### src/rtl/mem_lsu.sv
// Memory-access stage: pass-through for ALU ops, req/ack bus transaction for loads/stores.
// Optional alignment exceptions (mem_adel/mem_ades) enabled by UNALIGNED_EXC_EN.
module mem_lsu (
    input  logic        clk,
    input  logic        rst,
    input  logic [4:0]  ex_wd,
    input  logic        ex_wreg,
    input  logic [31:0] ex_wdata,
    input  logic [31:0] ex_hi,
    input  logic [31:0] ex_lo,
    input  logic        ex_whilo,
    input  logic [7:0]  ex_aluop,
    input  logic [31:0] ex_mem_addr,
    input  logic [31:0] ex_reg2,
    input  logic [31:0] bus_rdata,
    input  logic        bus_ack,
    output logic        bus_req,
    output logic        bus_we,
    output logic [31:0] bus_addr,
    output logic [3:0]  bus_sel,
    output logic [31:0] bus_wdata,
    output logic [4:0]  mem_wd,
    output logic        mem_wreg,
    output logic [31:0] mem_wdata,
    output logic [31:0] mem_hi,
    output logic [31:0] mem_lo,
    output logic        mem_whilo,
    output logic        stallreq
`ifdef UNALIGNED_EXC_EN
    ,
    output logic        mem_adel,
    output logic        mem_ades
`endif
);

    localparam logic [7:0] EXE_LB_OP  = 8'b1110_0000;
    localparam logic [7:0] EXE_LH_OP  = 8'b1110_0001;
    localparam logic [7:0] EXE_LW_OP  = 8'b1110_0011;
    localparam logic [7:0] EXE_LBU_OP = 8'b1110_0100;
    localparam logic [7:0] EXE_LHU_OP = 8'b1110_0101;
    localparam logic [7:0] EXE_SB_OP  = 8'b1110_1000;
    localparam logic [7:0] EXE_SH_OP  = 8'b1110_1001;
    localparam logic [7:0] EXE_SW_OP  = 8'b1110_1011;

    localparam logic [1:0] IDLE = 2'd0;
    localparam logic [1:0] REQ  = 2'd1;
    localparam logic [1:0] DONE = 2'd2;

    localparam logic [1:0] SZ_B = 2'd0;
    localparam logic [1:0] SZ_H = 2'd1;
    localparam logic [1:0] SZ_W = 2'd2;

    logic [1:0]  state_q, state_d;
    logic [31:0] rdata_q, rdata_d;

    logic        is_load, is_store, is_mem, sgn, misal;
    logic [1:0]  sz;
    logic [3:0]  sel;
    logic [31:0] wdat, ld;
    logic [7:0]  ld_b;
    logic [15:0] ld_h;

    logic        req, stall, wreg, whilo, adel, ades;
    logic [4:0]  wd;
    logic [31:0] wdata;

    always_comb begin
        is_load  = 1'b0;
        is_store = 1'b0;
        sz       = SZ_W;
        sgn      = 1'b0;
        unique case (ex_aluop)
            EXE_LB_OP:  begin is_load = 1'b1; sz = SZ_B; sgn = 1'b1; end
            EXE_LBU_OP: begin is_load = 1'b1; sz = SZ_B; end
            EXE_LH_OP:  begin is_load = 1'b1; sz = SZ_H; sgn = 1'b1; end
            EXE_LHU_OP: begin is_load = 1'b1; sz = SZ_H; end
            EXE_LW_OP:  begin is_load = 1'b1; sz = SZ_W; end
            EXE_SB_OP:  begin is_store = 1'b1; sz = SZ_B; end
            EXE_SH_OP:  begin is_store = 1'b1; sz = SZ_H; end
            EXE_SW_OP:  begin is_store = 1'b1; sz = SZ_W; end
            default:    ;
        endcase
    end

    assign is_mem = is_load | is_store;

`ifdef UNALIGNED_EXC_EN
    assign misal = is_mem &&
                   (((sz == SZ_H) && ex_mem_addr[0]) ||
                    ((sz == SZ_W) && (ex_mem_addr[1:0] != 2'b00)));
`else
    assign misal = 1'b0;
`endif

    // Lanes are big-endian: offset 0 is the most significant byte.
    always_comb begin
        sel  = 4'b1111;
        wdat = ex_reg2;
        unique case (sz)
            SZ_B: begin
                sel  = 4'b1000 >> ex_mem_addr[1:0];
                wdat = {4{ex_reg2[7:0]}};
            end
            SZ_H: begin
                sel  = ex_mem_addr[1] ? 4'b0011 : 4'b1100;
                wdat = {2{ex_reg2[15:0]}};
            end
            default: ;
        endcase
    end

    always_comb begin
        unique case (ex_mem_addr[1:0])
            2'd0:    ld_b = rdata_q[31:24];
            2'd1:    ld_b = rdata_q[23:16];
            2'd2:    ld_b = rdata_q[15:8];
            default: ld_b = rdata_q[7:0];
        endcase
        ld_h = ex_mem_addr[1] ? rdata_q[15:0] : rdata_q[31:16];
        unique case (sz)
            SZ_B:    ld = {{24{sgn & ld_b[7]}}, ld_b};
            SZ_H:    ld = {{16{sgn & ld_h[15]}}, ld_h};
            default: ld = rdata_q;
        endcase
    end

    always_comb begin
        state_d = state_q;
        rdata_d = rdata_q;
        req     = 1'b0;
        stall   = 1'b0;
        wd      = ex_wd;
        wreg    = ex_wreg;
        wdata   = ex_wdata;
        whilo   = ex_whilo;
        adel    = 1'b0;
        ades    = 1'b0;
        case (state_q)
            IDLE: begin
                if (is_mem && misal) begin
                    adel  = is_load;
                    ades  = is_store;
                    wreg  = 1'b0;
                    whilo = 1'b0;
                end else if (is_mem) begin
                    req   = 1'b1;
                    stall = 1'b1;
                    wreg  = 1'b0;
                    whilo = 1'b0;
                    if (bus_ack) begin
                        rdata_d = bus_rdata;
                        state_d = DONE;
                    end else begin
                        state_d = REQ;
                    end
                end
            end
            REQ: begin
                req   = 1'b1;
                stall = 1'b1;
                wreg  = 1'b0;
                whilo = 1'b0;
                if (bus_ack) begin
                    rdata_d = bus_rdata;
                    state_d = DONE;
                end
            end
            DONE: begin
                wreg    = is_load & ex_wreg;
                wdata   = is_load ? ld : ex_wdata;
                state_d = IDLE;
            end
            default: state_d = IDLE;
        endcase
    end

    always_ff @(posedge clk or negedge rst) begin
        if (!rst) begin
            state_q <= IDLE;
            rdata_q <= 32'd0;
        end else begin
            state_q <= state_d;
            rdata_q <= rdata_d;
        end
    end

    // Outputs are gated by rst so an abandoned request drops without a clock edge.
    assign bus_req   = rst & req;
    assign bus_we    = rst & req & is_store;
    assign bus_addr  = (rst & req) ? {ex_mem_addr[31:2], 2'b00} : 32'd0;
    assign bus_sel   = (rst & req) ? sel : 4'd0;
    assign bus_wdata = (rst & req & is_store) ? wdat : 32'd0;
    assign stallreq  = rst & stall;
    assign mem_wd    = rst ? wd : 5'd0;
    assign mem_wreg  = rst & wreg;
    assign mem_wdata = rst ? wdata : 32'd0;
    assign mem_hi    = rst ? ex_hi : 32'd0;
    assign mem_lo    = rst ? ex_lo : 32'd0;
    assign mem_whilo = rst & whilo;

`ifdef UNALIGNED_EXC_EN
    assign mem_adel  = rst & adel;
    assign mem_ades  = rst & ades;
`else
    logic unused_exc;
    assign unused_exc = adel | ades;
`endif

endmodule

### config.mk
export PLATFORM = sky130hd
export DESIGN_NAME = mem_lsu
export DESIGN_NICKNAME = d
export VERILOG_FILES = /design/src/rtl/mem_lsu.sv
export SDC_FILE = /design/constraint.sdc
export NUM_CORES = 1
export LEC_CHECK = 0
export ABC_AREA = 1
export BUFFER_PORTS_ARGS = -buffer_cell sky130_fd_sc_hd__buf_2
export CAP_MARGIN = 20
export CORE_AREA = 2 2 149 151
export CTS_BUF_LIST = sky130_fd_sc_hd__clkbuf_4 sky130_fd_sc_hd__clkbuf_8 sky130_fd_sc_hd__clkbuf_16
export CTS_CLUSTER_SIZE = 12
export DETAILED_ROUTE_END_ITERATION = 12
export DIE_AREA = 0 0 151 153
export PLACE_DENSITY = 0.44
export SLEW_MARGIN = 0
export SYNTH_ARGS = -nofsm -noshare
export SYNTH_HDL_FRONTEND = slang
export SYNTH_SLANG_ARGS = --single-unit
### constraint.sdc
create_clock -name clk -period 3.4 [get_ports clk]
set_clock_uncertainty 0.1 [all_clocks]
set_input_delay 0.68 -clock clk [delete_from_list [all_inputs] [get_ports clk]]
set_output_delay 0.68 -clock clk [all_outputs]
set_load 0.1 [all_outputs]
Yosys cells after proc, flatten, opt, wreduce, memory -nomap -nowiden
Index checks and enable logic that the tools add are counted.
{"block": "op_classes", "bitwise_logic": 8, "shift": 1, "eq_ne": 15, "mux": 32, "n_reduce_logical": 11}
{"operator": "$mux W32", "n": 9}
{"operator": "$pmux W32 S2", "n": 3}
{"operator": "$eq A8 B8 Y1 const B", "n": 8}
{"operator": "$pmux W8 S3", "n": 1}
{"operator": "$mux W16", "n": 1}
{"operator": "$reduce_or A3 Y1", "n": 3}
{"operator": "$mux W4", "n": 2}
{"operator": "$pmux W2 S2", "n": 2}
{"operator": "$pmux W4 S2", "n": 1}
{"operator": "$and A1 B1 Y1", "n": 7}
{"operator": "$eq A2 B1 Y1 const B", "n": 3}
{"operator": "$logic_not A2 Y1", "n": 3}
{"operator": "$mux W1", "n": 6}
{"operator": "$mux W2", "n": 3}
{"operator": "$mux W5", "n": 1}
{"operator": "$reduce_or A5 Y1", "n": 1}
{"operator": "$eq A2 B2 Y1 const B", "n": 2}
{"operator": "$ne A2 B2 Y1 const B", "n": 2}
{"operator": "$pmux W1 S2", "n": 2}
{"operator": "$reduce_and A2 Y1", "n": 2}
{"operator": "$shr A4 B2 Y4 const A", "n": 1}
{"operator": "$pmux W1 S3", "n": 1}
{"operator": "$reduce_bool A2 Y1", "n": 1}
{"operator": "$reduce_or A2 Y1", "n": 1}
{"operator": "$or A1 B1 Y1", "n": 1}
{"block": "totals", "register_bits": 34, "in_bits": 210, "elab_cells": 69}

Depth between registers and ports, before layout
{"block": "depth", "depth_word": 9, "mapped_depth": 12}

Worst setup path before layout
Ideal clock, no wire load.
{"block": "synth_timing", "path_kind": "input to output", "startpoint": "in ex_mem_addr[1]", "endpoint": "out mem_wdata[21]", "n_path_buf": 1, "path_stages": 10, "t_arrival_ns": 3.054, "path_slack_ns": -0.434, "path_cell_list": "nor2_1 nand2_1 nand3_1 nand2_1 nor2_1 nand2_1 nand3_2 buf_6 nand2_1 a21oi_1"}
{"block": "synth_between", "elab_chain_len": 7}
{"element": "start: declaration", "line": "13", "rtl": "input logic [31:0] ex_mem_addr,"}
{"element": "$eq A2 B2 Y1, or another cell as far along", "line": "113", "rtl": "unique case (ex_mem_addr[1:0])"}
{"element": "$pmux W8 S3", "line": "113"}
{"element": "$and A1 B1 Y1", "line": "121", "rtl": "SZ_B: ld = {{24{sgn & ld_b[7]}}, ld_b};"}
{"element": "$pmux W32 S2 (*)", "line": "120", "rtl": "unique case (sz)"}
{"element": "$mux W32 (*)", "line": "170", "rtl": "wdata = is_load ? ld : ex_wdata;"}
{"element": "$mux W32 (*)", "line": "138", "rtl": "case (state_q)"}
{"element": "$mux W32 (*)", "line": "196", "rtl": "assign mem_wdata = rst ? wdata : 32'd0;"}
{"element": "end: declaration", "line": "24", "rtl": "output logic [31:0] mem_wdata,"}
Mark *: on every way between the ends. The rest lies on a longest branch, timed or not.

Final worst setup path
{"block": "layout_timing", "startpoint": "in ex_aluop[4]", "endpoint": "out mem_wdata[0]"}
{"block": "layout_between", "elab_chain_len": 8}
{"element": "start: declaration", "line": "12", "rtl": "input logic [7:0] ex_aluop,"}
{"element": "$eq A8 B8 Y1", "line": "72", "rtl": "unique case (ex_aluop)"}
{"element": "$reduce_or A3 Y1 (no line)"}
{"element": "$pmux W2 S2", "line": "72"}
{"element": "$eq A2 B1 Y1 / $logic_not A2 Y1 (equally long branches)", "line": "120"}
{"element": "$pmux W32 S2", "line": "120"}
{"element": "$mux W32 (*)", "line": "170"}
{"element": "$mux W32 (*)", "line": "138"}
{"element": "$mux W32 (*)", "line": "196"}
Marked as above.

==> impl_metrics.csv <==
group,metric,value,unit
run_status,outcome,"complete, no violations",
logic_synthesis,synth.area.top_cells,"nand2_1 26%, dfrtp_1 21%, inv_1 14%",
die,dieWidth,151,µm
routing,residual_drc,0,
critical_path,critPathKind,"in -> out",
min_path,worstHoldPathType,"reg -> reg",
power_and_ir_drop,p_sw_share,50.8,%
cells_and_area,final_nets,1342,
placed_design,dp.cells,1405,
cells_and_area,leading_cell_type_in_the_layout_fill_and_taps_excluded,"buf_2",
clock_network,post_cts_buffers,0,
sta,unrepaired_setup_endpoints_after_global_routing,"no",
sta,achievable_clock_frequency,314,MHz
global_routing,globalRoute.totalOverflow,0,
logic_synthesis,yosys_warnings,0,
critical_path,largest_driver_fanout_on_the_critical_path,8,
cells_and_area,area_added_between_synthesis_and_finish,106,%
critical_path,critical_path.startpoint_type,"input pin",
clock_network,insertion_delay,280,ps
logic_synthesis,yosys.cell_types.count,27,
power_and_ir_drop,p_sw,1.31,mW
sta,worst_slew_pin_slew,589,ps
cells_and_area,filler_cells,2316,
sta,post-route-min-period,3180,ps
routing,vias,5763,
global_routing,grt_max_degree,62,
placed_design,place.detailed.hpwl,18.7,mm
clock_network,numCtsBuffers,5,
cells_and_area,most-common-layout-cells,"277 x buf_2, 273 x nand2_1, 150 x inv_1",
power_and_ir_drop,power_density,314,nW/µm²
sta,number_of_setup_violations_in_the_final_report,0,
routing,dr.first_iter.drc_count,319,
power_and_ir_drop,comb_power_share,56.2,%
cells_and_area,multi_input_area,2580,µm²
routing,detail_route.first_pass.iterations,5,
power_and_ir_drop,share_seq_of_total_power,25.5,%
clock_network,total_number_of_clock_tree_sinks,34,
power_and_ir_drop,power_report.internal_total,1.27,mW
die,core,21500,µm²
cells_and_area,drive_gt1_share,47.6,%
clock_network,tritoncts_clock_tree,"done",
routing,routedWlPerCell,15.5,µm
critical_path,reg2reg_slack,1830,ps
logic_synthesis,netlist_area,4000,µm²
critical_path,cp_slowest_cell,"o21ai_0",
critical_path,r2r_end,"rdata_q[28]",
routing,route.final.wire_length,22.0,mm
critical_path,cp_cell_instances,"buf_2 > inv_1 > nand2_1 > nor2_4 > nand2_1 > inv_2 > nand3_1 > buf_4 > o21ai_0 > nor2_1 > nor2_2 > buf_12",
power_and_ir_drop,power_frac_clock,18.3,%
critical_path,timing.critical_path.buf_inv,5,
cells_and_area,finalCoreUtilization,38.3,%
logic_synthesis,syn-instance-count,765,
power_and_ir_drop,ir_drop,0.000241,V
logic_synthesis,post_synth.cell_area_avg,5.23,µm²
min_path,whs_endpoint,"rdata_q[3]",
placed_design,globalplace.congestion,0.823,
logic_synthesis,post_synthesis_sequential_area_ratio,21.3,%
critical_path,timing.critical_path.required,2620,ps
critical_path,critical_path_arrival,2400,ps
clock_network,clock_tree.buffer_depth,2,
die,die-height,153,µm
min_path,hold_path_depth,2,
die,core.rowCount,54,
power_and_ir_drop,leakage,4.76,nW
clock_network,clkTransAtPathRegs,50,ps
logic_synthesis,synth_top_area_share,25.7,%
routing,drtAntennaViolNets,0,
sta,finalCritPeriodShare,93.5,%
critical_path,critPathCaptureType,"primary output",
global_routing,wire_length_of_the_first_global_routing_pass,32.9,mm
logic_synthesis,count_of_state_elements_after_synthesis,34,
sta,max-slew-margin-rel,60.7,%
logic_synthesis,synth_area_leader_cell,"nand2_1",
die,io_pins,384,
global_routing,grt_pass1_vias,5625,
die,fp.dieArea,23100,µm²
critical_path,crit_path_max_incr_delay,260,ps
clock_network,cts_root_buf,"clkbuf_16",
cells_and_area,area.sequential,851,µm²
cells_and_area,stdcell_count,1415,
critical_path,reg2regPathDepth,8,
placed_design,placement.io_buffers,381,
flow_run,maxCapViolations,0,
critical_path,r2r_start,"state_q[0]",
sta,final_hold_viol_count,0,
routing,avgViaCountPerCell,4.07,
global_routing,grt_antenna_before_repair,2,
global_routing,grt_util_all_layers,18.4,%
die,start_util,18.6,%
sta,slew_viol_final,0,
critical_path,critical_path.top_delay_family,"simple AND/OR/NAND/NOR gates",
clock_network,cts_htree_levels,2,
critical_path,cp_common_cell,"nand2_1",
min_path,worst_hold_startpoint,"rdata_q[3]",
## routing by layer
metal | global-route usage (%) | vias to the layer above | routed length (µm)
met5 | 0 | - | 0
met4 | 4.01 | 0 | 352
met3 | 3.19 | 14 | 1420
met2 | 33.8 | 206 | 11200
met1 | 22.3 | 2537 | 8950
li1 | - | 3006 | -
## how the worst max path moves through the flow
stage                startpoint             to  slack (ps)  cells after the start
finish              ex_aluop[4]   mem_wdata[0]         220                     12
global placement    ex_aluop[4]   mem_wdata[8]         160                     12
floorplan           ex_aluop[4]     bus_sel[2]        -370                     10
global route        ex_aluop[4]  mem_wdata[18]          70                     13
detailed placement  ex_aluop[4]  mem_wdata[16]         140                     11
CTS                 ex_aluop[4]   mem_wdata[8]         120                     12
## stage by stage
stage | hold WS [ps] | instance area [µm²] | TNS [ps] | power (mW) | setup slack, ps
final | 380 | 8230 | 0 | 2.58 | 220
after global routing | 405 | 8230 | 0 | 2.73 | 73.4
after CTS | 384 | 8210 | 0 | 2.60 | 124
after detailed placement | 369 | 8060 | 0 | 2.12 | 135
after global placement | 364 | 8060 | 0 | 2.11 | 161
after floorplan | 284 | 4260 | -731 | 1.61 | -366
## kinds of logic (layout without fill, tap and decap cells)
logic type	after synthesis	after routing	synth area share (%)
AOI/OAI and AO/OA	105	105	14.4
buffers and inverters	200	567	21.0
DFF	34	34	21.3
other	1	4	0.0937
and+or+nand+nor	425	425	43.2
## synth_stat cells
cell and n:
nand2_1 274, inv_1 151, nor2_1 95, o21ai_0 60, dfrtp_1 34, nand3_1 25
a21oi_1 23, buf_2 16, clkbuf_1 15, or2_2 12, nand4_1 9, a21oi_2 8
o22ai_1 7, buf_4 6, buf_6 6, inv_2 4, o211ai_1 4, nor2_4 3
nand2_2 2, nand3_2 2, nor2_2 2, o21ai_1 2, buf_1 1, clkbuf_2 1
conb_1 1, nand2_4 1, o2111ai_1 1
## layout make-up
class / instances / share of cell area (%)
repair buffers: 404 / 45.0
multi-input cells: 532 / 31.4
well taps: 280 / 4.26
flip-flops and latches: 34 / 10.3
clock inverters: 1 / 0.0608
clock buffers: 7 / 1.78
inverters: 155 / 7.11
diodes: 2 / 0.0608
## power groups by stage
stage | logic, mW | clock network, mW | registers [mW]
floorplan | 0.996 | 0 | 0.618
global placement | 1.45 | 0 | 0.663
detailed placement | 1.46 | 0 | 0.663
CTS | 1.46 | 0.485 | 0.657
global route | 1.56 | 0.499 | 0.675
finish | 1.45 | 0.472 | 0.660
## registers in the layout, summed over array words and instances, names as in the netlist
name and flops:
state_q 2, rdata_q 32
## timing repair
action,4_1_cts,5_1_grt
setup endpoints to repair,0,12
endpoints found under the hold margin,0,0
hold buffers,0,0
gates resized for setup,0,4
## worst min-delay path, stage by stage, from the launching register on
cell,delay (ps)
dfrtp_1,340
nand2_1,60
nand2_1,50
Power figures use the tool's default switching activity.
